==> src/rtl/cfa_pkg.sv <==
// Shared definitions for the CFA 5x5 window generator: pixel width default,
// window size, sequencer states and the flat window element index.
package cfa_pkg;

    localparam int PIX_W_DEFAULT = 12;
    localparam int WIN_N         = 5;

    typedef enum logic [1:0] {
        IDLE   = 2'd0,
        FILL   = 2'd1,
        ACTIVE = 2'd2
    } cfa_state_t;

    // Flat slot of window element eRtC (R = row 1..5, C = column 1..5).
    function automatic int idx(input int r, input int c);
        return (r - 1) * WIN_N + (c - 1);
    endfunction

endpackage

==> src/rtl/cfa_line_buf.sv <==
// Circular delay line: each enabled cycle reads the oldest sample and
// overwrites it with the new one at the same address. The output is therefore
// the sample written exactly DEPTH enabled cycles earlier.
// Contents are never cleared; only the pointer is reset.
module cfa_line_buf #(
    parameter int DEPTH = 64,
    parameter int WIDTH = 12
) (
    input  logic             clk,
    input  logic             rst,
    input  logic             en,
    input  logic [WIDTH-1:0] din,
    output logic [WIDTH-1:0] dout
);

    localparam int AW = (DEPTH > 1) ? $clog2(DEPTH) : 1;

    logic [WIDTH-1:0] mem [0:DEPTH-1];
    logic [AW-1:0]    ptr_reg;

    // The tap has to be valid at the accepting edge itself, so the read is asynchronous.
    assign dout = mem[ptr_reg];

    // Write the incoming sample over the slot that was just read out.
    always_ff @(posedge clk) begin
        if (en) begin
            mem[ptr_reg] <= din;
        end
    end

    // Pointer steps once per accepted sample and wraps at DEPTH.
    always_ff @(posedge clk or negedge rst) begin
        if (!rst) begin
            ptr_reg <= '0;
        end else if (en) begin
            if (ptr_reg == AW'(DEPTH - 1)) begin
                ptr_reg <= '0;
            end else begin
                ptr_reg <= ptr_reg + AW'(1);
            end
        end
    end

endmodule

==> src/rtl/cfa_window5x5.sv <==
// Bayer raster stream to 5x5 neighbourhood. Four cascaded line buffers feed
// the right-hand column of a 5x5 shift array; a window is flagged one cycle
// after any pixel at row>=4, col>=4 is accepted.
// Optional: define CFA_WIN_COORD_EN to add win_row/win_col (centre coordinate).
module cfa_window5x5
    import cfa_pkg::*;
#(
    parameter int PIX_W = PIX_W_DEFAULT,
    parameter int IMG_W = 64,
    parameter int IMG_H = 64
) (
    input  logic                         clk,
    input  logic                         rst,
    input  logic                         pix_valid,
    input  logic                         sof,
    input  logic [PIX_W-1:0]             pix_in,
    output logic                         win_valid,
    output logic [WIN_N*WIN_N*PIX_W-1:0] win,
    output logic                         frame_done
`ifdef CFA_WIN_COORD_EN
    ,
    output logic [$clog2(IMG_H)-1:0]     win_row,
    output logic [$clog2(IMG_W)-1:0]     win_col
`endif
);

    localparam int ROW_W = $clog2(IMG_H);
    localparam int COL_W = $clog2(IMG_W);

    // Raster position tracking
    logic [ROW_W-1:0] row_reg, row_next, eff_row;
    logic [COL_W-1:0] col_reg, col_next, eff_col;
    logic             wrap;

    cfa_state_t state_reg, state_next;

    logic win_valid_reg, win_valid_next;
    logic frame_done_reg, frame_done_next;

    logic [WIN_N*WIN_N*PIX_W-1:0] win_reg, win_flat_next;

    // tap[0] is the live pixel, tap[k] the same column k rows above.
    logic [PIX_W-1:0] tap [0:WIN_N-1];

    logic [PIX_W-1:0] arr_reg  [0:WIN_N-1][0:WIN_N-1];
    logic [PIX_W-1:0] arr_next [0:WIN_N-1][0:WIN_N-1];

    assign tap[0] = pix_in;

    genvar gi, gj;

    generate
        for (gi = 0; gi < WIN_N - 1; gi++) begin : g_lb
            cfa_line_buf #(
                .DEPTH (IMG_W),
                .WIDTH (PIX_W)
            ) u_line_buf (
                .clk  (clk),
                .rst  (rst),
                .en   (pix_valid),
                .din  (tap[gi]),
                .dout (tap[gi+1])
            );
        end
    endgenerate

    // Coordinate of the pixel being accepted (sof forces 0,0) and counter advance.
    always_comb begin
        eff_row  = sof ? '0 : row_reg;
        eff_col  = sof ? '0 : col_reg;
        row_next = row_reg;
        col_next = col_reg;
        wrap     = 1'b0;
        if (pix_valid) begin
            if (eff_col == COL_W'(IMG_W - 1)) begin
                col_next = '0;
                if (eff_row == ROW_W'(IMG_H - 1)) begin
                    row_next = '0;
                    wrap     = 1'b1;
                end else begin
                    row_next = eff_row + ROW_W'(1);
                end
            end else begin
                col_next = eff_col + COL_W'(1);
                row_next = eff_row;
            end
        end
    end

    // Sequencer: FILL covers rows 0-3, ACTIVE is the only state that can flag windows.
    always_comb begin
        state_next      = state_reg;
        win_valid_next  = 1'b0;
        frame_done_next = pix_valid & wrap;
        case (state_reg)
            IDLE: begin
                if (pix_valid) begin
                    state_next = FILL;
                end
            end
            FILL: begin
                if (pix_valid && eff_row == ROW_W'(4) && eff_col == '0) begin
                    state_next = ACTIVE;
                end
            end
            ACTIVE: begin
                win_valid_next = pix_valid && (eff_row >= ROW_W'(4)) && (eff_col >= COL_W'(4));
                if (pix_valid && (sof || wrap)) begin
                    state_next = FILL;
                end
            end
            default: state_next = IDLE;
        endcase
    end

    // Shift the array one column left on accept; the new column comes from the taps.
    always_comb begin
        for (int r = 0; r < WIN_N; r++) begin
            for (int c = 0; c < WIN_N; c++) begin
                arr_next[r][c] = arr_reg[r][c];
            end
        end
        if (pix_valid) begin
            for (int r = 0; r < WIN_N; r++) begin
                for (int c = 0; c < WIN_N - 1; c++) begin
                    arr_next[r][c] = arr_reg[r][c+1];
                end
                arr_next[r][WIN_N-1] = tap[WIN_N-1-r];
            end
        end
    end

    generate
        for (gi = 0; gi < WIN_N; gi++) begin : g_row
            for (gj = 0; gj < WIN_N; gj++) begin : g_col
                localparam int K = idx(gi + 1, gj + 1);
                assign win_flat_next[K*PIX_W +: PIX_W] = arr_next[gi][gj];
            end
        end
    endgenerate

    // Shift array storage.
    always_ff @(posedge clk or negedge rst) begin
        if (!rst) begin
            for (int r = 0; r < WIN_N; r++) begin
                for (int c = 0; c < WIN_N; c++) begin
                    arr_reg[r][c] <= '0;
                end
            end
        end else begin
            for (int r = 0; r < WIN_N; r++) begin
                for (int c = 0; c < WIN_N; c++) begin
                    arr_reg[r][c] <= arr_next[r][c];
                end
            end
        end
    end

    // Counters, state and outputs; the window output only loads on a flagged window.
    always_ff @(posedge clk or negedge rst) begin
        if (!rst) begin
            row_reg        <= '0;
            col_reg        <= '0;
            state_reg      <= IDLE;
            win_valid_reg  <= 1'b0;
            frame_done_reg <= 1'b0;
            win_reg        <= '0;
        end else begin
            row_reg        <= row_next;
            col_reg        <= col_next;
            state_reg      <= state_next;
            win_valid_reg  <= win_valid_next;
            frame_done_reg <= frame_done_next;
            if (win_valid_next) begin
                win_reg <= win_flat_next;
            end
        end
    end

    assign win_valid  = win_valid_reg;
    assign win        = win_reg;
    assign frame_done = frame_done_reg;

`ifdef CFA_WIN_COORD_EN
    logic [ROW_W-1:0] win_row_reg;
    logic [COL_W-1:0] win_col_reg;

    // Centre coordinate registered alongside the window.
    always_ff @(posedge clk or negedge rst) begin
        if (!rst) begin
            win_row_reg <= '0;
            win_col_reg <= '0;
        end else if (win_valid_next) begin
            win_row_reg <= eff_row - ROW_W'(2);
            win_col_reg <= eff_col - COL_W'(2);
        end
    end

    assign win_row = win_row_reg;
    assign win_col = win_col_reg;
`endif

endmodule

==> config.mk <==
export PLATFORM = sky130hd
export DESIGN_NAME = cfa_window5x5
export DESIGN_NICKNAME = d
export VERILOG_FILES = /design/src/rtl/cfa_pkg.sv /design/src/rtl/cfa_line_buf.sv /design/src/rtl/cfa_window5x5.sv
export SDC_FILE = /design/constraint.sdc
export NUM_CORES = 2
export LEC_CHECK = 0
export CELL_PAD_IN_SITES_DETAIL_PLACEMENT = 0
export CELL_PAD_IN_SITES_GLOBAL_PLACEMENT = 1
export CORE_UTILIZATION = 58
export DETAILED_ROUTE_END_ITERATION = 6
export PLACE_DENSITY = 0.9
export SYNTH_ARGS = -nofsm -noshare
export SYNTH_HDL_FRONTEND = slang
export SYNTH_SLANG_ARGS = --single-unit
export TNS_END_PERCENT = 5
==> constraint.sdc <==
create_clock -name clk -period 9.71 [get_ports clk]
set_input_delay 0.971 -clock clk [delete_from_list [all_inputs] [get_ports clk]]
set_output_delay 0.971 -clock clk [all_outputs]
set_load 0.005 [all_outputs]
==> metrics.yaml <==
detailed_routing:
  drt-pass1-iter-count: 6
  drcViolationCount: 0
  via_per_inst: 6.846
  finalWirelength_um: 393900
  num_vias: 86470
  drt_iter0_drc: 13090
  antenna_left: 0
  wire_per_inst_um: 31.19
critical_path:
  crit_family: "simple AND/OR/NAND/NOR gates"
  path_cells: "buf_12, clkinv_1, a221oi_1, o22a_1, o22ai_1, nor4_1, nand2_2"
  r2r_slack_ps: 3960
  required_ps: 10090
  r2r_end: "g_lb[3].u_line_buf.mem[16][7]"
  worstSetupPathType: "flip-flop to flip-flop"
  cp.arrival_ps: 6120
  timing.rr.start: "g_lb[2].u_line_buf.ptr_reg[0]"
  crit_slowest_cell: "nor4_1"
  reg2reg_depth: 7
  crit_buf_inv: 2
  worstPathMaxFanout: 157
  critical_path.endpoint_type: "flip-flop"
  critPathLaunchType: "flip-flop"
  max_stage_delay_ps: 930
clock_network:
  ctsHtreeMaxLevel: 5
  hold_buffers: 0
  clock_path_buffers: 4
  cts-buffers-inserted: 377
  root_buffer: "clkbuf_16"
  ctsResizeCount: 0
  clock_sinks: 3712
  path_clk_slew_ps: 60
  clk_latency_ps: 1000
  cts_tree: "done"
  post_cts_buffers: 0
timing:
  layout_setup_ws_ps: 3962
  finalSetupViolations: 0
  hold_viol: 0
  finClkSkew_ps: 97.50
  slew_viol_final: 0
  rsz0062_at_grt: "false"
  slew_headroom_pct: 4.012
  period_share_pct: 59.19
  fin_tns_setup_ps: 0
  period_needed_ps: 5748
  max_freq_mhz: 174.0
  worstMarginPinSlew_ps: 1427
global_route:
  grt_pass1_wl_um: 573800
  grt_antenna_before_repair: 23
  grt_max_degree: 163
  track_usage_pct: 31.03
  grt_pass1_vias: 85310
  overflow: 0
placed_design:
  post-place-ws_ps: 4405
  gp_congestion: 0.9119
  hpwlAfterDp_um: 231400
  io_buffers: 317
  placed_area_mm2: 0.1523
final_layout:
  area_growth_pct: 13.35
  design_area_mm2: 0.1641
  fill_cells: 15980
  drive_gt1_share_pct: 20.67
  finish.utilization_pct: 66.07
  nets: 9023
  largest_register_ffs: 3072
logic_synthesis:
  synth_fa_ha_area_share_pct: 0.06912
  ys_warn_count: 0
  syn_inst: 8620
  synth_xor_area_share_pct: 0.08468
  synth_edf_count: 3072
  synth_cell_type_count: 85
  mappedNetlistArea_mm2: 0.1448
  synth-simple-area-share_pct: 5.334
  synthMuxAreaShare_pct: 8.653
  syn_nets: 8644
  yosysTopAreaCellShare_pct: 63.70
  synth_seq_cells: 3712
  synth_top_family_by_area: "compound AO/OA/AOI/OAI gates"
  synthTopCellsByArea: "edfxtp_1, dfrtp_1, mux2_2"
  synth-main-ff-cell: "edfxtp_1"
  yosysSeqAreaShare_pct: 74.76
  avgSynthCellArea_um2: 16.80
  async_flop_share_pct: 17.24
  synth_area_leader_cell: "edfxtp_1"
  synth_compound_area_share_pct: 9.093
power_and_ir_drop:
  ir_worst_vdd_uv: 326.3
  p_per_area_mw_per_mm2: 338.9
  total_power_mw: 55.62
  p_leak_nw: 54.98
floorplanning:
  placementRows: 183
  die-area_mm2: 0.2517
  fp.dieH_um: 501.7
  core_mm2: 0.2484
  chipWidth_um: 501.7
  start_util_pct: 58.29
  ioPinCount: 318
worst_hold_path:
  hp-class: "input port to asynchronous set/reset pin"
job:
  max_cap_violations: 0
status:
  outcome: "complete, no violations"
## worst max-delay path by stage
stage,slack (ps),cells past startpoint,end,startpoint
after floorplan,5730,7,g_lb[2].u_line_buf.mem[0][10],g_lb[1].u_line_buf.ptr_reg[0]
after global routing,3870,7,g_lb[1].u_line_buf.mem[19][7],g_lb[0].u_line_buf.ptr_reg[2]
final,3960,7,g_lb[3].u_line_buf.mem[16][7],g_lb[2].u_line_buf.ptr_reg[0]
after global placement,4530,7,g_lb[3].u_line_buf.mem[16][7],g_lb[2].u_line_buf.ptr_reg[2]
after detailed placement,4410,7,g_lb[1].u_line_buf.mem[40][7],g_lb[0].u_line_buf.ptr_reg[2]
after CTS,4300,7,g_lb[1].u_line_buf.mem[19][7],g_lb[0].u_line_buf.ptr_reg[2]
## synthesized netlist by cell type, types with 23 or more instances
| cell | instances |
|---|---|
| edfxtp_1 | 3072 |
| mux2_2 | 747 |
| dfrtp_1 | 640 |
| a221oi_1 | 447 |
| clkbuf_1 | 400 |
| nor2_1 | 378 |
| a22oi_1 | 316 |
| a21oi_1 | 273 |
| mux2i_1 | 219 |
| nand3b_1 | 198 |
| buf_2 | 170 |
| nand2_1 | 164 |
| nand3_1 | 150 |
| o22ai_1 | 137 |
| or3b_2 | 108 |
| o21ai_0 | 101 |
| nor3_1 | 93 |
| mux4_2 | 82 |
| a22o_1 | 65 |
| buf_1 | 64 |
| o221ai_1 | 59 |
| nand2b_1 | 51 |
| a221o_1 | 50 |
| nor2b_1 | 41 |
| o22a_1 | 37 |
| inv_1 | 35 |
| a31oi_1 | 33 |
| and3_1 | 33 |
| nor4_1 | 30 |
| a211oi_1 | 28 |
| nor3b_1 | 28 |
| nand4_1 | 23 |
## routing by layer
| layer | vias up | global-route usage [%] | part of all wire (%) | wire length [um] |
|---|---|---|---|---|
| li1 | 35430 | - | - | - |
| met1 | 43340 | 40.95 | 35 | 137600 |
| met2 | 6407 | 47.68 | 46 | 182500 |
| met3 | 1272 | 7.406 | 12 | 48610 |
| met4 | 18 | 17.38 | 6.4 | 25110 |
| met5 | - | 0 | 0.031 | 122 |
## kinds of logic (layout without fill, tap and decap cells)
| family | count (synthesis) | after routing |
|---|---|---|
| flops | 3712 | 3712 |
| compound gates | 1754 | 1754 |
| simple gates | 1385 | 1385 |
| mux | 1054 | 1054 |
| buf+inv | 693 | 1367 |
| xor+xnor | 14 | 14 |
| fa+ha+maj | 8 | 8 |
| other cells | 0 | 7 |
## per-stage QoR
| step | std cells | hold WS, ps |
|---|---|---|
| floorplan | 8620 | 445.6 |
| global placement | 11950 | 462.3 |
| detailed placement | 11950 | 464.4 |
| CTS | 12620 | 50.84 |
| global route | 12630 | 79.90 |
| finish | 12630 | 35.65 |
## placed cells by master (no fill, tap or decap), types with 59 or more instances in the layout
| master | instances |
|---|---|
| a22o_1 | 65 |
| dfrtp_1 | 628 |
| mux4_2 | 82 |
| buf_4 | 327 |
| o221ai_1 | 59 |
| nor3_1 | 93 |
| clkbuf_1 | 91 |
| edfxtp_1 | 3072 |
| nand3b_1 | 198 |
| clkinv_1 | 67 |
| a221oi_1 | 447 |
| mux2i_1 | 219 |
| clkbuf_16 | 379 |
| a21oi_1 | 273 |
| or3b_2 | 108 |
| nor2_1 | 352 |
| nand2_1 | 159 |
| o21ai_0 | 101 |
| nand3_1 | 149 |
| o22ai_1 | 137 |
| clkdlybuf4s50_1 | 303 |
| mux2_2 | 747 |
| a22oi_1 | 316 |
## power by group
part | total, mW | switching, mW | internal [mW]
sequential | 24.2 | 1.14 | 23.1
combinational | 17.4 | 12.6 | 4.76
clock | 14.0 | 5.88 | 8.12
total | 55.6 | 19.6 | 36.0
## layout make-up
class                      count  area, um2  share of cell area (%)
antenna                        7      17.52                 0.01067
clock buffer                 500      10210                   6.219
clock inverter               174       1628                  0.9917
inverter                      39      146.4                 0.08919
multi-input combinational   4215      33900                   20.65
sequential                  3712     108300                   65.99
tap                         3330       4167                   2.538
timing repair buffer         654       5769                   3.515
(Power assumes the default switching activity.)
